File: src/rtl/mips_core_pkg.sv
// Shared definitions for the miss arbiter slice.
//   miss_state_e   : arbiter FSM state encoding
//   NUM_THREADS    : hardware threads sharing the memory port
//   REQ_PER_THREAD : miss requesters per thread (I-side, D-side)
//   req_thread()   : requester index -> owning thread
`ifndef ADDR_WIDTH
`define ADDR_WIDTH 32
`endif

package mips_core_pkg;

    typedef enum logic [1:0] {
        ST_IDLE  = 2'd0,
        ST_ISSUE = 2'd1,
        ST_WAIT  = 2'd2
    } miss_state_e;

    localparam int NUM_THREADS    = 2;
    localparam int REQ_PER_THREAD = 2;
    localparam int THREAD_W       = $clog2(NUM_THREADS);

    // Requesters are laid out thread-major: 0/1 -> T0, 2/3 -> T1.
    function automatic logic [THREAD_W-1:0] req_thread(input int r);
        return THREAD_W'(r / REQ_PER_THREAD);
    endfunction

endpackage

File: src/rtl/thread_miss_arbiter_rr_picker.sv
// Round-robin selector: picks the first asserted request after ptr.
//   req   : request vector
//   ptr   : last served index (scan starts at ptr+1)
//   grant : one-hot grant
//   idx   : binary index of grant
//   any   : at least one request asserted
module rr_picker #(
    parameter  int N  = 4,
    localparam int IW = $clog2(N)
) (
    input  logic [N-1:0]  req,
    input  logic [IW-1:0] ptr,
    output logic [N-1:0]  grant,
    output logic [IW-1:0] idx,
    output logic          any
);

    logic          found;
    logic [IW-1:0] pos;

    always_comb begin
        grant = '0;
        idx   = '0;
        found = 1'b0;
        pos   = '0;
        for (int k = 1; k <= N; k++) begin
            pos = IW'((int'(ptr) + k) % N);
            if (!found && req[pos]) begin
                found      = 1'b1;
                grant[pos] = 1'b1;
                idx        = pos;
            end
        end
    end

    assign any = |req;

endmodule

File: src/rtl/thread_miss_arbiter.sv
// Shares one memory port between per-thread I/D miss requesters with
// round-robin fairness, one transaction outstanding and a response watchdog.
//   req_valid/req_addr/req_we : per-requester miss requests (held until req_ready)
//   req_ready                 : one-cycle acceptance pulse
//   resp_valid/resp_err       : response beats / timeout abort pulse to owner
//   mem_req_*                 : shared memory request (valid/ready handshake)
//   mem_resp_valid/_last      : response beats from memory
//   thread_mem_busy           : per-thread busy for thread switching
//   err_timeout               : sticky watchdog flag
//
// state    | meaning
// ST_IDLE  | no transaction; arbitrate among pending requesters
// ST_ISSUE | presenting latched request to memory until accepted
// ST_WAIT  | forwarding response beats; watchdog running
module thread_miss_arbiter
    import mips_core_pkg::*;
#(
    parameter int NUM_REQ = 4,
    parameter int ADDR_W  = `ADDR_WIDTH,
    parameter int TIMEOUT = 255
) (
    input  logic                      clk,
    input  logic                      rst_n,
    input  logic [NUM_REQ-1:0]        req_valid,
    input  logic [NUM_REQ*ADDR_W-1:0] req_addr,
    input  logic [NUM_REQ-1:0]        req_we,
    output logic [NUM_REQ-1:0]        req_ready,
    output logic [NUM_REQ-1:0]        resp_valid,
    output logic [NUM_REQ-1:0]        resp_err,
    output logic                      mem_req_valid,
    output logic [ADDR_W-1:0]         mem_req_addr,
    output logic                      mem_req_we,
    input  logic                      mem_req_ready,
    input  logic                      mem_resp_valid,
    input  logic                      mem_resp_last,
    output logic [1:0]                thread_mem_busy,
    output logic                      err_timeout
);

    localparam int IW = $clog2(NUM_REQ);
    localparam int CW = $clog2(TIMEOUT + 1);

    miss_state_e          state_q, state_d;
    logic [IW-1:0]        rr_ptr_q, rr_ptr_d;
    logic [IW-1:0]        idx_q, idx_d;
    logic [ADDR_W-1:0]    addr_q, addr_d;
    logic                 we_q, we_d;
    logic                 err_q, err_d;
    logic [CW-1:0]        cnt_q, cnt_d;
    logic [NUM_REQ-1:0]   req_ready_q, req_ready_d;
    logic [NUM_REQ-1:0]   resp_err_q, resp_err_d;

    logic [NUM_REQ-1:0]   pick_grant;
    logic [IW-1:0]        pick_idx;
    logic                 pick_any;
    logic [NUM_THREADS-1:0] busy_raw;

    rr_picker #(.N(NUM_REQ)) u_rr_picker (
        .req   (req_valid),
        .ptr   (rr_ptr_q),
        .grant (pick_grant),
        .idx   (pick_idx),
        .any   (pick_any)
    );

    always_comb begin
        state_d     = state_q;
        rr_ptr_d    = rr_ptr_q;
        idx_d       = idx_q;
        addr_d      = addr_q;
        we_d        = we_q;
        err_d       = err_q;
        cnt_d       = cnt_q;
        req_ready_d = '0;
        resp_err_d  = '0;
        case (state_q)
            ST_IDLE: begin
                if (pick_any) begin
                    req_ready_d = pick_grant;
                    idx_d       = pick_idx;
                    addr_d      = req_addr[int'(pick_idx)*ADDR_W +: ADDR_W];
                    we_d        = req_we[pick_idx];
                    state_d     = ST_ISSUE;
                end
            end
            ST_ISSUE: begin
                if (mem_req_ready) begin
                    cnt_d   = '0;
                    state_d = ST_WAIT;
                end
            end
            ST_WAIT: begin
                if (mem_resp_valid) begin
                    cnt_d = '0;
                    if (mem_resp_last) begin
                        rr_ptr_d = idx_q;
                        state_d  = ST_IDLE;
                    end
                end else if (cnt_q == CW'(TIMEOUT - 1)) begin
                    // This idle cycle brings the count to TIMEOUT: abort.
                    cnt_d             = '0;
                    err_d             = 1'b1;
                    resp_err_d[idx_q] = 1'b1;
                    rr_ptr_d          = idx_q;
                    state_d           = ST_IDLE;
                end else begin
                    cnt_d = cnt_q + 1'b1;
                end
            end
            default: state_d = ST_IDLE;
        endcase
    end

    always_ff @(posedge clk or negedge rst_n) begin
        if (!rst_n) begin
            state_q     <= ST_IDLE;
            rr_ptr_q    <= IW'(NUM_REQ - 1);
            idx_q       <= '0;
            addr_q      <= '0;
            we_q        <= 1'b0;
            err_q       <= 1'b0;
            cnt_q       <= '0;
            req_ready_q <= '0;
            resp_err_q  <= '0;
        end else begin
            state_q     <= state_d;
            rr_ptr_q    <= rr_ptr_d;
            idx_q       <= idx_d;
            addr_q      <= addr_d;
            we_q        <= we_d;
            err_q       <= err_d;
            cnt_q       <= cnt_d;
            req_ready_q <= req_ready_d;
            resp_err_q  <= resp_err_d;
        end
    end

    assign req_ready     = req_ready_q;
    assign resp_err      = resp_err_q;
    assign err_timeout   = err_q;
    assign mem_req_valid = (state_q == ST_ISSUE);
    assign mem_req_addr  = (state_q == ST_ISSUE) ? addr_q : '0;
    assign mem_req_we    = (state_q == ST_ISSUE) & we_q;

    always_comb begin
        resp_valid = '0;
        if (state_q == ST_WAIT) resp_valid[idx_q] = mem_resp_valid;
    end

    // The requester being served may still hold req_valid during its ready
    // pulse; it is covered by the serving term, not counted as pending.
    always_comb begin
        busy_raw = '0;
        for (int i = 0; i < NUM_REQ; i++) begin
            if (req_valid[i] && !(state_q != ST_IDLE && idx_q == IW'(i)))
                busy_raw[req_thread(i)] = 1'b1;
        end
        if (state_q != ST_IDLE) busy_raw[req_thread(int'(idx_q))] = 1'b1;
    end

    // Busy follows req_valid combinationally; hold it low while in reset.
    assign thread_mem_busy = busy_raw & {NUM_THREADS{rst_n}};

endmodule

File: config.mk
export PLATFORM = sky130hd
export DESIGN_NAME = thread_miss_arbiter
export DESIGN_NICKNAME = d
export VERILOG_FILES = /design/src/rtl/mips_core_pkg.sv /design/src/rtl/thread_miss_arbiter_rr_picker.sv /design/src/rtl/thread_miss_arbiter.sv
export SDC_FILE = /design/constraint.sdc
export NUM_CORES = 1
export LEC_CHECK = 0
export ABC_AREA = 1
export CORE_ASPECT_RATIO = 1.25
export CORE_MARGIN = 2
export CORE_UTILIZATION = 44
export CTS_BUF_LIST = sky130_fd_sc_hd__clkbuf_16
export DETAILED_ROUTE_END_ITERATION = 8
export HOLD_SLACK_MARGIN = 0.08
export PLACE_DENSITY = 0.92
export SLEW_MARGIN = 10
export SYNTH_ARGS = -nofsm -noshare
export SYNTH_HDL_FRONTEND = slang
export SYNTH_SLANG_ARGS = --single-unit
File: constraint.sdc
create_clock -name clk -period 3.2 [get_ports clk]
set_input_delay 0.8 -clock clk [delete_from_list [all_inputs] [get_ports clk]]
set_output_delay 0.8 -clock clk [all_outputs]
set_load 0.01 [all_outputs]
==> results of run 1 <==
-- cell type report --
| class | instances | area, um^2 |
|---|---|---|
| Fill cell | 946 | 3680 |
| Sequential cell | 56 | 1400 |
| Tap cell | 132 | 165 |
| Clock inverter | 3 | 26.3 |
| Clock buffer | 5 | 125 |
| Multi-Input combinational cell | 513 | 2320 |
| Timing Repair Buffer | 199 | 2010 |
| Inverter | 206 | 776 |
-- cells in the final DEF (no fill, tap or decap), drive strengths merged --
cell type,instances
nand4,2
o2111ai,1
nand3,142
inv,206
clkdlybuf4s50,188
a31oi,2
o22ai,5
nand2,265
o211ai,1
xor2,1
ha,10
nor4,1
or2,1
clkbuf,5
o21ai,18
a21oi,10
dfrtp,54
buf,11
nor2,54
clkinv,3
dfstp,2
-- state kept, by name (all words and copies together), names as in the netlist --
| register | cells |
|---|---|
| addr_q | 32 |
| cnt_q | 8 |
| req_ready | 4 |
| resp_err | 4 |
| idx_q | 2 |
| rr_ptr_q | 2 |
| state_q | 2 |
| err_timeout | 1 |
| we_q | 1 |
-- cells by family after synthesis --
logic type | Yosys count
compound gates | 37
xor+xnor | 1
fa+ha+maj | 10
buf+inv | 244
flops | 56
simple gates | 465
-- synth_stat cells --
master / instances
a21oi_1: 10
a31oi_1: 2
buf_2: 16
buf_4: 9
buf_6: 3
clkbuf_1: 10
clkinv_1: 1
dfrtp_1: 54
dfstp_2: 2
ha_1: 10
inv_1: 202
inv_2: 2
inv_4: 1
nand2_1: 259
nand2_2: 6
nand3_1: 140
nand3_2: 2
nand4_1: 1
nand4_2: 1
nor2_1: 52
nor2_2: 1
nor2_4: 1
nor4_1: 1
o2111ai_1: 1
o211ai_1: 1
o21ai_0: 18
o22ai_1: 5
or2_2: 1
xor2_1: 1
-- per-stage QoR --
stage | hold slack [ns] | setup slack (ns) | instance area [um^2] | utilization
2_1_floorplan | 0.446 | 0.909 | 4710 | -
3_3_place_gp | 0.447 | 0.257 | 6680 | 0.636
3_5_place_dp | 0.465 | 0.239 | 6680 | 0.636
4_1_cts | 0.486 | 0.230 | 6830 | 0.650
5_1_grt | 0.497 | 0.0662 | 6830 | 0.650
6_report | 0.478 | 0.238 | 6830 | 0.650
-- worst paths after layout --
path / start / endpoint / slack (ns) / cells after the start
min in group asynchronous: rst_n / req_ready[1] / 0.65 / 2
setup / recovery: req_valid[2] / thread_mem_busy[1] / 0.24 / 4
hold / removal: err_timeout / err_timeout / 0.48 / 2
hold reg to reg: err_timeout / err_timeout / 0.48 / 2
max in group asynchronous: rst_n / addr_q[17] / 2.05 / 2
setup reg to reg: rr_ptr_q[1] / addr_q[7] / 0.38 / 14
-- report_power, final --
group	internal [mW]	switching [mW]	leakage, nW
Clock	0.297	0.272	0.0744
Combinational	1.84	3.05	3.07
Sequential	1.01	0.183	0.706
Total	3.14	3.50	3.85
-- per-layer routing --
| metal | vias up | wire length, um |
|---|---|---|
| met4 | 0 | 232 |
| li1 | 2742 | - |
| met1 | 2354 | 5200 |
| met5 | - | 0 |
| met3 | 17 | 1020 |
| met2 | 203 | 7090 |
-- worst register-to-register path, cell delays in order (launching register included) --
cell and delay, ns:
dfstp_2 0.64, inv_1 0.18, ha_1 0.41, inv_1 0.08, nand3_2 0.09, nand2_2 0.09, nor2_4 0.17, nand3_1 0.08
nand2_1 0.08, nand2_2 0.07, inv_2 0.49, nand3_1 0.19, nand2_1 0.09, nand2_1 0.05, nand2_1 0.07
==> impl_metrics.csv, run 1 <==
group,metric,value,unit
placed_design,dp_hpwl,9810,um
floorplan,core,10500,um^2
placed_design,place.gp.congestion,0.865,
synth,synth-adder-area-share,0.0266,
synth,yosysSeqAreaShare,0.298,
global_route,met1_usage,0.277,
sta,min_period,2.96,ns
detailed_routing,drtPass1Iterations,5,
cts,cts_setup_buffers,0,
cts,cts_root_buffer,"clkbuf_16",
detailed_routing,drc,0,
setup_path,critPathMaxFanout,4,
sta,rsz0062_at_grt,"no",
sta,fin_crit_sh,0.925,
synth,synthesis.area,4710,um^2
pwr,ir_worst_vdd,555,uV
pwr,leakagePower,3.85,nW
cts,clock_latency,0.29,ns
cts,numCtsBuffers,5,
synth,synth-simple-area-share,0.419,
synth,synth-xor-area-share,0.00186,
flow_run,drv_cap,0,
synth,synthesis.nets,964,
sta,max_freq,0.338,GHz
setup_path,cpMaxStageDelayCell,"clkdlybuf4s50_1",
layout,area_growth,45.2,%
synth,synth_compound_area_frac,0.0425,
detailed_routing,ant_nets,0,
setup_path,critPathTopFamily,"buffers and inverters",
floorplan,pin_count,190,
floorplan,dieArea,11500,um^2
sta,setup_viol,0,
floorplan,initial_core_util,0.448,
setup_path,max_stage_delay,0.56,ns
synth,synth_top_area_share,0.287,
global_route,top_usage_layer,"met2",
sta,fin_skew,0.00577,ns
synth,synth_top_family_by_area,"simple AND/OR/NAND/NOR gates",
min_path,hp-class,"flip-flop to flip-flop",
global_route,grt_overflow,0,
sta,slew_headroom,0.513,
cts,cts_tree,"built",
setup_path,crit_type,"input pin to output pin",
detailed_routing,wl_per_cell,12.2,um
global_route,use_met3,0.0527,
synth,synthTopCellsByArea,"dfrtp_1, nand2_1, inv_1, nand3_1, nor2_1",
global_route,grtUsageTotal,0.238,
cts,cts_sinks,56,
placed_design,port_buffers,189,
detailed_routing,viasPerCell,4.77,
synth,synthCells,813,
synth,synth.distinct_cells,29,
cts,cts_hold_buf,0,
global_route,grt_max_degree,68,
synth,synth_warnings,0,
synth,synth.area.mux_share,0,
placed_design,placedCellCount,1106,
floorplan,fp-row-count,42,
outcome,status,"completed",
sta,hold_violations,0,
cts,cts_resized,0,
global_route,grt_pass1_vias,4867,
cts,htreeDepth,2,
global_route,antenna_found_initial,0,
cts,clk_path_buf_depth,2,
synth,synth-seq-cells,56,
floorplan,die_width,96.5,um
setup_path,crit_chain,"clkdlybuf4s50_1 > o21ai_0 > a21oi_1 > clkdlybuf4s50_1",
floorplan,die-height,120,um
detailed_routing,drtIter0Drc,265,
setup_path,cpMostUsedCell,"clkdlybuf4s50_1",
sta,worst_slew_pin_slew,0.731,ns
setup_path,start_kind,"input pin",
sta,drv_slew,0,
sta,fin_tns_setup,0,ns
global_route,grt_pass1_wl,22100,um
layout,antennaDiodeCount,0,
detailed_routing,totalWireLength,13500,um
layout,final_nets,1132,
pwr,powerDensity,972,nW/um^2
setup_path,crit_buf_inv,2,
setup_path,arrival,2.16,ns
synth,synth_area_per_cell,5.79,um^2
setup_path,end_kind,"output pin",
layout,finalNonFillerCells,1114,
setup_path,cp.required,2.40,ns
pwr,power.total,6.64,mW
global_route,grt_use_met2,0.433,
detailed_routing,via_count,5316,
synth,synth_top_cell_by_area,"dfrtp_1",
layout,drive_above_1_share,0.0377,
cts,cts.clk_slew.worst_paths,0.08,ns
Power figures use the tool's default switching activity.
==> run 2, diff against run 1 <==
--- a/config.mk
+++ b/config.mk
@@ -6,13 +6,14 @@
 export NUM_CORES = 1
 export LEC_CHECK = 0
 export ABC_AREA = 1
+export CAP_MARGIN = 20
 export CORE_ASPECT_RATIO = 1.25
 export CORE_MARGIN = 2
-export CORE_UTILIZATION = 44
+export CORE_UTILIZATION = 40
 export CTS_BUF_LIST = sky130_fd_sc_hd__clkbuf_16
 export DETAILED_ROUTE_END_ITERATION = 8
 export HOLD_SLACK_MARGIN = 0.08
-export PLACE_DENSITY = 0.92
+export PLACE_DENSITY = 0.89
 export SLEW_MARGIN = 10
 export SYNTH_ARGS = -nofsm -noshare
 export SYNTH_HDL_FRONTEND = slang
==> constraint.sdc (replaced) <==
create_clock -name clk -period 2.7 [get_ports clk]
set_input_delay 0.675 -clock clk [delete_from_list [all_inputs] [get_ports clk]]
set_output_delay 0.675 -clock clk [all_outputs]
set_load 0.01 [all_outputs]
==> impl_metrics.csv, run 2 (same netlist as run 1, synthesis figures left out) <==
group,metric,value,unit
outcome,status,"completed",
layout,regMostFlops,"addr_q",
setup_path,max_stage_delay,0.54,ns
cts,cts_sinks,56,
detailed_routing,via_count,5401,
layout,final_nets,1142,
layout,drive_above_1_share,0.0484,
sta,rsz0062_at_grt,"no",
detailed_routing,totalWireLength,14200,um
placed_design,port_buffers,189,
setup_path,critPathMaxFanout,4,
sta,worst_slew_pin_slew,0.732,ns
layout,final.fill_count,1048,
layout,reg_top3,"addr_q x32, cnt_q x8",
cts,htreeDepth,2,
cts,cts_setup_buffers,0,
flow_run,drv_cap,0,
cts,cts_tree,"built",
floorplan,fp-row-count,44,
global_route,grt_pass1_vias,5190,
pwr,powerDensity,1190,nW/um^2
setup_path,crit_type,"input pin to output pin",
global_route,grt_overflow,0,
floorplan,dieArea,12700,um^2
layout,mostFrequentLayoutCells,"nand2_1, inv_1, clkdlybuf4s50_1",
global_route,grt_max_degree,67,
cts,numCtsBuffers,5,
floorplan,pin_count,190,
detailed_routing,drc,0,
sta,fin_skew,0.00449,ns
setup_path,startpoint,"mem_resp_valid",
setup_path,cp.required,2.03,ns
detailed_routing,drtIter0Drc,280,
setup_path,regToRegSetupSlack,0.25,ns
layout,mostFrequentLayoutCell,"nand2_1",
setup_path,crit_chain,"clkdlybuf4s50_1 > nand2_1 > nor2_1 > clkdlybuf4s50_1",
sta,drv_slew,0,
sta,setup_viol,0,
sta,setup_ws,0.112,ns
setup_path,regToRegStartpoint,"rr_ptr_q[1]",
sta,slew_headroom,0.512,
setup_path,crit_buf_inv,2,
sta,hold_violations,0,
placed_design,place.gp.congestion,0.831,
layout,area_growth,47.6,%
cts,clock_latency,0.29,ns
floorplan,die_width,101,um
sta,max_freq,0.386,GHz
cts,clk_path_buf_depth,2,
setup_path,arrival,1.91,ns
setup_path,r2r_end,"addr_q[29]",
setup_path,start_kind,"input pin",
placed_design,preCtsSetupSlack,0.0209,ns
layout,antennaDiodeCount,0,
layout,largest_reg_flops,32,
sta,fin_crit_sh,0.959,
cts,cts.clk_slew.worst_paths,0.07,ns
setup_path,cpMostUsedCell,"clkdlybuf4s50_1",
setup_path,cpMaxStageDelayCell,"clkdlybuf4s50_1",
min_path,hp-class,"flip-flop to flip-flop",
setup_path,critPathTopFamily,"buffers and inverters",
floorplan,die-height,125,um
layout,multiInputGateArea,2340,um^2
global_route,grt_pass1_wl,23300,um
setup_path,crit_cells,4,
pwr,ir_worst_vdd,907,uV
detailed_routing,ant_nets,0,
floorplan,initial_core_util,0.407,
setup_path,end_kind,"output pin",
global_route,grtUsageTotal,0.226,
setup_path,reg2regPathDepth,16,
detailed_routing,viasPerCell,4.78,
sta,min_period,2.59,ns
detailed_routing,drtPass1Iterations,7,
sta,fin_tns_setup,0,ns
cts,cts_root_buffer,"clkbuf_16",
pwr,leakagePower,3.93,nW
layout,seqCellArea,1400,um^2
detailed_routing,wl_per_cell,12.5,um
floorplan,core,11600,um^2
global_route,antenna_found_initial,0,
placed_design,dp_hpwl,10400,um
setup_path,endpoint,"resp_valid[0]",
## run 2: cell types whose count changed in the layout (fill, tap and decap cells not counted), sizes merged
| cell | previous run | this run |
|---|---|---|
| clkdlybuf4s50 | 188 | 186 |
| clkinv | 3 | 2 |
| buf | 11 | 21 |
| inv | 206 | 205 |
| bufinv | 0 | 1 |
| dlymetal6s2s | 0 | 2 |
| clkinvlp | 0 | 1 |
## run 2: worst min-delay path by stage
stage	start	cells past startpoint	slack, ns	endpoint
2_1_floorplan	rst_n	0	0.38	addr_q[0]
6_report	err_timeout	2	0.46	err_timeout
3_5_place_dp	err_timeout	2	0.45	err_timeout
5_1_grt	err_timeout	2	0.48	err_timeout
3_3_place_gp	err_timeout	2	0.45	err_timeout
4_1_cts	err_timeout	2	0.47	err_timeout
## run 2: final cells by class
type,count,share of cell area
sequential,56,0.202
tap,138,0.0248
clock inverter,3,0.00612
inverter,206,0.112
timing repair buffer,209,0.301
multi-input combinational,513,0.336
clock buffer,5,0.0180
## run 2: worst register-to-register path, delay by kind of cell, from the launching register on
family,cells,cell delay (ns)
buffers and inverters,4,0.57
AND/OR/NAND/NOR,11,0.91
flip-flops,1,0.53
adder cells (fa/ha/maj),1,0.35
## run 2: per-layer routing
metal	wire length (um)	vias to the layer above	global-route usage
met4	420	0	0.0843
met1	5530	2405	0.252
met2	7270	199	0.415
met5	0	-	0
met3	937	34	0.0453
li1	-	2763	-
## run 2: per-stage QoR
| stage | hold slack, ns | total power [mW] | utilization | std cells | instance area [um^2] |
|---|---|---|---|---|---|
| after floorplan | 0.379 | 5.63 | - | 813 | 4710 |
| after global placement | 0.446 | 7.37 | 0.585 | 1122 | 6760 |
| after detailed placement | 0.449 | 7.51 | 0.585 | 1122 | 6760 |
| after CTS | 0.468 | 8.29 | 0.600 | 1130 | 6930 |
| after global routing | 0.483 | 9.18 | 0.601 | 1130 | 6950 |
| final | 0.461 | 8.28 | 0.601 | 1130 | 6950 |
## run 2: report_power, final
group | total (mW) | switching [mW] | leakage (nW) | internal [mW]
clock | 0.746 | 0.309 | 0.0798 | 0.437
combinational | 6.17 | 3.77 | 3.14 | 2.39
sequential | 1.36 | 0.173 | 0.706 | 1.19
## run 2: what timing repair did
item                       4_1_cts  5_1_grt
resized for setup                0        3
setup endpoints to repair        0       11
hold buffers                     0        0
